[config.mk]
export PLATFORM = sky130hd
export DESIGN_NAME = chnl_rx_sched
export DESIGN_NICKNAME = d
export VERILOG_FILES = /design/src/rtl/chnl_rx_sched.sv
export SDC_FILE = /design/constraint.sdc
export NUM_CORES = 1
export LEC_CHECK = 0
export BUFFER_PORTS_ARGS = -buffer_cell sky130_fd_sc_hd__buf_2
export CAP_MARGIN = 20
export CORE_ASPECT_RATIO = 1.25
export CORE_UTILIZATION = 37
export CTS_BUF_LIST = sky130_fd_sc_hd__clkbuf_8
export DETAILED_ROUTE_END_ITERATION = 10
export GPL_TIMING_DRIVEN = 0
export PLACE_DENSITY = 0.89
export SYNTH_ARGS = -nofsm -noshare
export SYNTH_HDL_FRONTEND = slang
export SYNTH_SLANG_ARGS = --single-unit
[constraint.sdc]
create_clock -name clk -period 3.8 [get_ports clk]
set_input_delay 0.38 -clock clk [delete_from_list [all_inputs] [get_ports clk]]
set_output_delay 0.38 -clock clk [all_outputs]
set_load 0.05 [all_outputs]
[src/rtl/chnl_rx_sched.sv]
// chnl_rx_sched: round-robin scheduler merging N val/rdy streams into one consumer with bounded bursts.
// Define CHNL_RX_SCHED_OUTREG_EN to register the outputs through a 2-entry skid buffer.
module chnl_rx_sched #(
   parameter int N = 2,
   parameter int W = 32,
   parameter int MAX_BURST = 16,
   parameter int SW = $clog2(N)
) (
   input  logic           clk,
   input  logic           rst,
   input  logic [N-1:0]   i_val,
   output logic [N-1:0]   i_rdy,
   input  logic [N*W-1:0] i_data,
   output logic           o_val,
   input  logic           o_rdy,
   output logic [W-1:0]   o_data,
   output logic [SW-1:0]  o_src,
   output logic           busy
);
   localparam int CW = (MAX_BURST == 0) ? 1 : $clog2(MAX_BURST + 1);
   localparam logic [CW-1:0] CLAST = CW'((MAX_BURST == 0) ? 0 : MAX_BURST - 1);
   typedef enum logic {S_IDLE, S_GRANT} state_t;
   state_t state, state_n;
   logic [SW-1:0] g, g_n, last, last_n, pick;
   logic [CW-1:0] cnt, cnt_n;
   logic [W-1:0] din [N];
   logic [2*N-1:0] rot;
   logic found, ready, beat;
   for (genvar k = 0; k < N; k++) begin : g_din
      assign din[k] = i_data[k*W +: W];
   end
   // rotate the request vector so bit 0 is the requester just after last
   always_comb begin
      rot = {i_val, i_val} >> (int'(last) + 1);
      found = 1'b0;
      pick = last;
      for (int i = 0; i < N; i++) begin
         if (!found && rot[i]) begin
            found = 1'b1;
            pick = SW'((int'(last) + 1 + i) % N);
         end
      end
   end
   always_comb begin
      state_n = state;
      g_n = g;
      cnt_n = cnt;
      last_n = last;
      i_rdy = '0;
      beat = (state == S_GRANT) && i_val[g] && ready;
      if (state == S_IDLE) begin
         if (found) begin
            state_n = S_GRANT;
            g_n = pick;
            cnt_n = '0;
         end
      end else begin
         i_rdy[g] = ready;
         if (!i_val[g] || (beat && MAX_BURST != 0 && cnt == CLAST)) begin
            state_n = S_IDLE;
            last_n = g;
         end else if (beat) begin
            cnt_n = (&cnt) ? cnt : cnt + CW'(1);
         end
      end
   end
   always_ff @(posedge clk or posedge rst) begin
      if (rst) begin
         state <= S_IDLE;
         g <= '0;
         cnt <= '0;
         last <= SW'(N - 1);
      end else begin
         state <= state_n;
         g <= g_n;
         cnt <= cnt_n;
         last <= last_n;
      end
   end
   assign busy = (state == S_GRANT);
`ifdef CHNL_RX_SCHED_OUTREG_EN
   logic [SW+W-1:0] buf_q [2];
   logic wp, rp, pop;
   logic [1:0] fill;
   assign ready = (fill != 2'd2);
   assign o_val = (fill != 2'd0);
   assign pop = o_val && o_rdy;
   assign {o_src, o_data} = buf_q[rp];
   always_ff @(posedge clk) begin
      if (beat) buf_q[wp] <= {g, din[g]};
   end
   always_ff @(posedge clk or posedge rst) begin
      if (rst) begin
         wp <= 1'b0;
         rp <= 1'b0;
         fill <= '0;
      end else begin
         wp <= wp ^ beat;
         rp <= rp ^ pop;
         fill <= fill + {1'b0, beat} - {1'b0, pop};
      end
   end
`else
   assign ready = o_rdy;
   assign o_val = busy && i_val[g];
   assign o_data = din[g];
   assign o_src = g;
`endif
endmodule
# Word level (Yosys, flattened, before mapping)

Cells that the tools add are included.

Register bits after elaboration: 8
Input port bits: 69
Output and inout port bits: 37
Word-level logic and storage cells: 51

Add/sub/neg operators: 3
Magnitude comparators: 3
Equality and inequality tests: 4
Shift-type cells: 1
Multiplexer cells: 20
Bitwise operators: 3
Reductions and logical operators: 13

Operator list:

| operator                                                                | count |
|---|---|
| 32-bit 2-to-1 mux                                                       | 3 |
| 5-bit 2-to-1 mux                                                        | 5 |
| 1-bit 2-to-1 mux                                                        | 10 |
| 5-bit by 1-bit adder with 5-bit output, second input constant           | 1 |
| 5-bit by 4-bit == test with 1-bit output, second input constant         | 1 |
| 1-bit logical AND                                                       | 5 |
| 5-bit AND reduction                                                     | 1 |
| 2-bit inequality test, second input constant                            | 2 |
| 2-bit AND reduction                                                     | 2 |
| 4-bit AND reduction                                                     | 1 |
| 4-bit by 2-bit >> shifter with 2-bit output                             | 1 |
| 1-bit by 1-bit adder with 2-bit output, second input constant           | 1 |
| 2-bit AND                                                               | 1 |
| 2-bit >= comparator, second input constant                              | 1 |
| 1-bit zero test                                                         | 2 |
| 1-bit by 2-bit < comparator with 1-bit output, second input constant    | 1 |
| 2-bit 2-to-1 mux                                                        | 1 |
| 2-bit by 1-bit inequality test with 1-bit output, second input constant | 1 |
| 1-bit inverter with 2-bit output                                        | 1 |
| 2-bit nonzero test                                                      | 1 |
| 1-bit adder, second input constant                                      | 1 |
| 1-bit demux with 1-bit select                                           | 1 |
| 1-bit >= comparator, second input constant                              | 1 |
| 1-bit logical OR                                                        | 1 |
| 1-bit inverter                                                          | 1 |

# Longest topological paths before layout

Word-level depth: 8
Depth in mapped cells: 7
Depth with buffers taken out: 7

# Least setup slack after synthesis

Ideal clock, no wire load.

Path kind: register to output
From: reg g, in the netlist o_src
To: out o_data[11]
Data arrival time: 1.678 ns
Data required time: 3.420 ns
Slack: 1.742 ns
Cell stages (with the launch flop): 4
Buffers on the path: 2
Cell sequence: dfrtp_1 -> buf_6 -> clkbuf_1 -> mux2_2

Longest elaborated chain between the ends: 4

RTL lines:

| what                                                   | line | RTL |
|---|---|---|
| from (decl)                                            | 24   | `logic [SW-1:0] g, g_n, last, last_n, pick;` |
| from (signal assigned)                                 | 75   | `g <= g_n;` |
| 1-bit inverter with 2-bit output (not written as such) | 106  | `assign o_data = din[g];` |
| 32-bit 2-to-1 mux (not written as such) (3 in a row)   | 106  |  |
| to (decl)                                              | 16   | `output logic [W-1:0] o_data,` |

No other way between the ends. The select of a mux whose other input is x is not followed.

# Worst setup path in the final report

From: reg g, in the netlist o_src
To: out o_data[4]

The elaborated chain is that of the path after synthesis.

==> flow_summary.toml <==
[clocking]
cts_tree = "done"
ctsHoldBuffers = 0
clockBufferDepth = 2
cts.sink_count = 8
cts.root.buffer_cell = "clkbuf_8"
postCtsResizedCells = 0
htreeDepth = 1
insertion_delay_ns = 0.23
path_clk_slew_ns = 0.04
numCtsBuffers = 3
post_cts_buffers = 0

[pwr]
p_per_area_nw_per_um2 = 853
p_leak_nw = 0.812
peakVddDrop_mv = 0.609

[logic_synthesis]
synth_seq_cells = 8
syn_nets = 152
synth.yosys.warnings = 0
mappedNetlistArea_um2 = 890
syn_avg_cell_area_um2 = 11.1
synthDistinctLibCells = 27
synthCells = 80
ys_seq_area_share_pct = 22.6

[global_route]
grt_pass1_wl_um = 4340
grt-ovfl-total = 0
grt_max_degree = 11
grt.total_usage_pct = 22.8
antenna_found_initial = 0
grt_pass1_vias = 973

[final_layout]
fin_cells = 220
final_nets = 262
antenna_cells = 0
final_common_cell = "buf_2"
drive_above_1_share_pct = 79.9
area_delta_synth_final_pct = 68.5
mostFrequentLayoutCells = "buf_2 (105), mux2_2 (34), dfrtp_1 (7)"
fin_area_um2 = 1500
nFillCells = 202
utilization_pct = 67.1

[sta]
hold_viol_final = 0
max_freq_mhz = 457
slew_violations = 0
finalSetupViolations = 0
rsz0062_at_grt = "no"
finClkSkew_ns = 0.00256
fin_setup_tns_ns = 0
worst_slack_ns = 1.61
tightest_slew_ns = 0.524
fin_crit_sh_pct = 57.6
slew_headroom_pct = 65.1
final.min_clock_period_ns = 2.19

[worst_setup_path]
worst-path-max-fanout = 10
reg2reg_to = "cnt[0]$_DFFE_PP0P_"
worst_ep_arrival_time_ns = 1.81
end_kind = "primary output"
start_kind = "register"
r2r_start = "cnt[0]$_DFFE_PP0P_"
criticalPathCategory = "register to primary output"
ff2ff_path_depth = 7
rrSetupSlack_ns = 1.67
worst-endpoint-required_ns = 3.42

[job]
max_cap_violations = 0

[floorplanning]
die_y_um = 56.8
row_count = 19
core_um2 = 2230
start_util_pct = 39.8
die-area_um2 = 2610
die_w_um = 45.9
ioPinCount = 106

[routing]
ant_nets = 0
wl_um = 2980
num_vias = 1052
drc = 0
post_drt_wl_per_cell_um = 13.6
drtPass1Iterations = 4
drt_iter0_drc = 12
viasPerCell = 4.78

[placement]
place_inst = 216
place_area_um2 = 1450
dp_hpwl_um = 2580
pre_cts_ws_ns = 1.75
port_buffers = 105
routabilityCongestion = 0.883

[min_path]
min_path_type = "input pin to async pin"

[run_status]
status = "complete, no violations"
==> synthesized netlist by cell type <==
master      n  area, um^2
mux2_2     34         383
dfrtp_1     7         175
inv_1       4        15.0
nand2_1     4        15.0
clkbuf_1    3        11.3
ha_1        3        37.5
a22o_1      2        17.5
and3_1      2        12.5
nand3_1     2        10.0
nor2_1      2        7.51
a21bo_2     1        10.0
a32o_1      1        10.0
and2_1      1        6.26
buf_6       1        11.3
dfstp_2     1        26.3
mux2i_4     1        22.5
nand2_2     1        6.26
nand2b_1    1        6.26
nand3b_1    1        7.51
nor4_4      1        21.3
o211ai_1    1        7.51
o21ai_1     1        5.00
o21bai_1    1        7.51
o2bb2ai_1   1        8.76
o311ai_2    1        16.3
o31ai_4     1        21.3
or3_4       1        11.3
==> stage by stage <==
stage	power [mW]	hold WS (ns)
final	1.28	0.0840
after global routing	1.33	0.115
after CTS	1.28	0.0989
after detailed placement	1.17	0.340
after global placement	1.16	0.336
after floorplan	0.973	0.195
==> cell families (layout without fill, tap and decap cells) <==
| group | Yosys count | count (layout) | synth area share (%) |
|---|---|---|---|
| flip-flops | 8 | 8 | 22.6 |
| buffers and inverters | 8 | 117 | 4.22 |
| adder cells (fa/ha/maj) | 3 | 3 | 4.22 |
| AND/OR/NAND/NOR | 16 | 16 | 11.7 |
| multiplexers | 35 | 35 | 45.6 |
| AO/OA/AOI/OAI | 10 | 10 | 11.7 |
==> worst max path at each step <==
stage                  startpoint                 end  slack (ns)
3_5_place_dp   cnt[0]$_DFFE_PP0P_  cnt[0]$_DFFE_PP0P_        1.75
5_1_grt         o_src$_DFFE_PP0P_           o_data[4]        1.55
2_1_floorplan   o_src$_DFFE_PP0P_          o_data[11]        1.74
4_1_cts         o_src$_DFFE_PP0P_           o_data[4]        1.61
3_3_place_gp   cnt[0]$_DFFE_PP0P_  cnt[0]$_DFFE_PP0P_        1.79
6_report        o_src$_DFFE_PP0P_           o_data[4]        1.61
==> power by group <==
group / switching [mW] / leakage (nW) / internal, mW
registers: 0.0310 / 0.100 / 0.118
logic: 0.695 / 0.684 / 0.329
clock network: 0.0348 / 0.0269 / 0.0700
==> final cells by class <==
| type | count | area [um^2] | share of cell area (%) |
|---|---|---|---|
| Buffer | 4 | 22.5 | 1.50 |
| Sequential cell | 8 | 201 | 13.4 |
| Multi-Input combinational cell | 64 | 651 | 43.4 |
| Timing Repair Buffer | 105 | 526 | 35.1 |
| Clock buffer | 3 | 41.3 | 2.75 |
| Tap cell | 31 | 38.8 | 2.59 |
| Inverter | 4 | 15.0 | 1.00 |
| Clock inverter | 1 | 3.75 | 0.250 |
==> critical path, cell delays in order (launching register included) <==
cell      delay (ns)
dfrtp_1         0.37
buf_6           0.16
clkbuf_1        0.43
mux2_2          0.40
buf_2           0.21
==> layer usage <==
layer,track usage [%],wire length [um],part of all wire [%],vias to the layer above
li1,-,-,-,519
met1,26.0,1070,36,461
met2,38.4,1460,49,65
met3,7.72,408,14,7
met4,6.72,43,1.4,0
met5,0,0,0,-
==> flip-flops by register name (all words and copies together), names as in the netlist <==
signal  count
o_src       1
busy        1
cnt         5
last        1
Power figures use the tool's default switching activity.
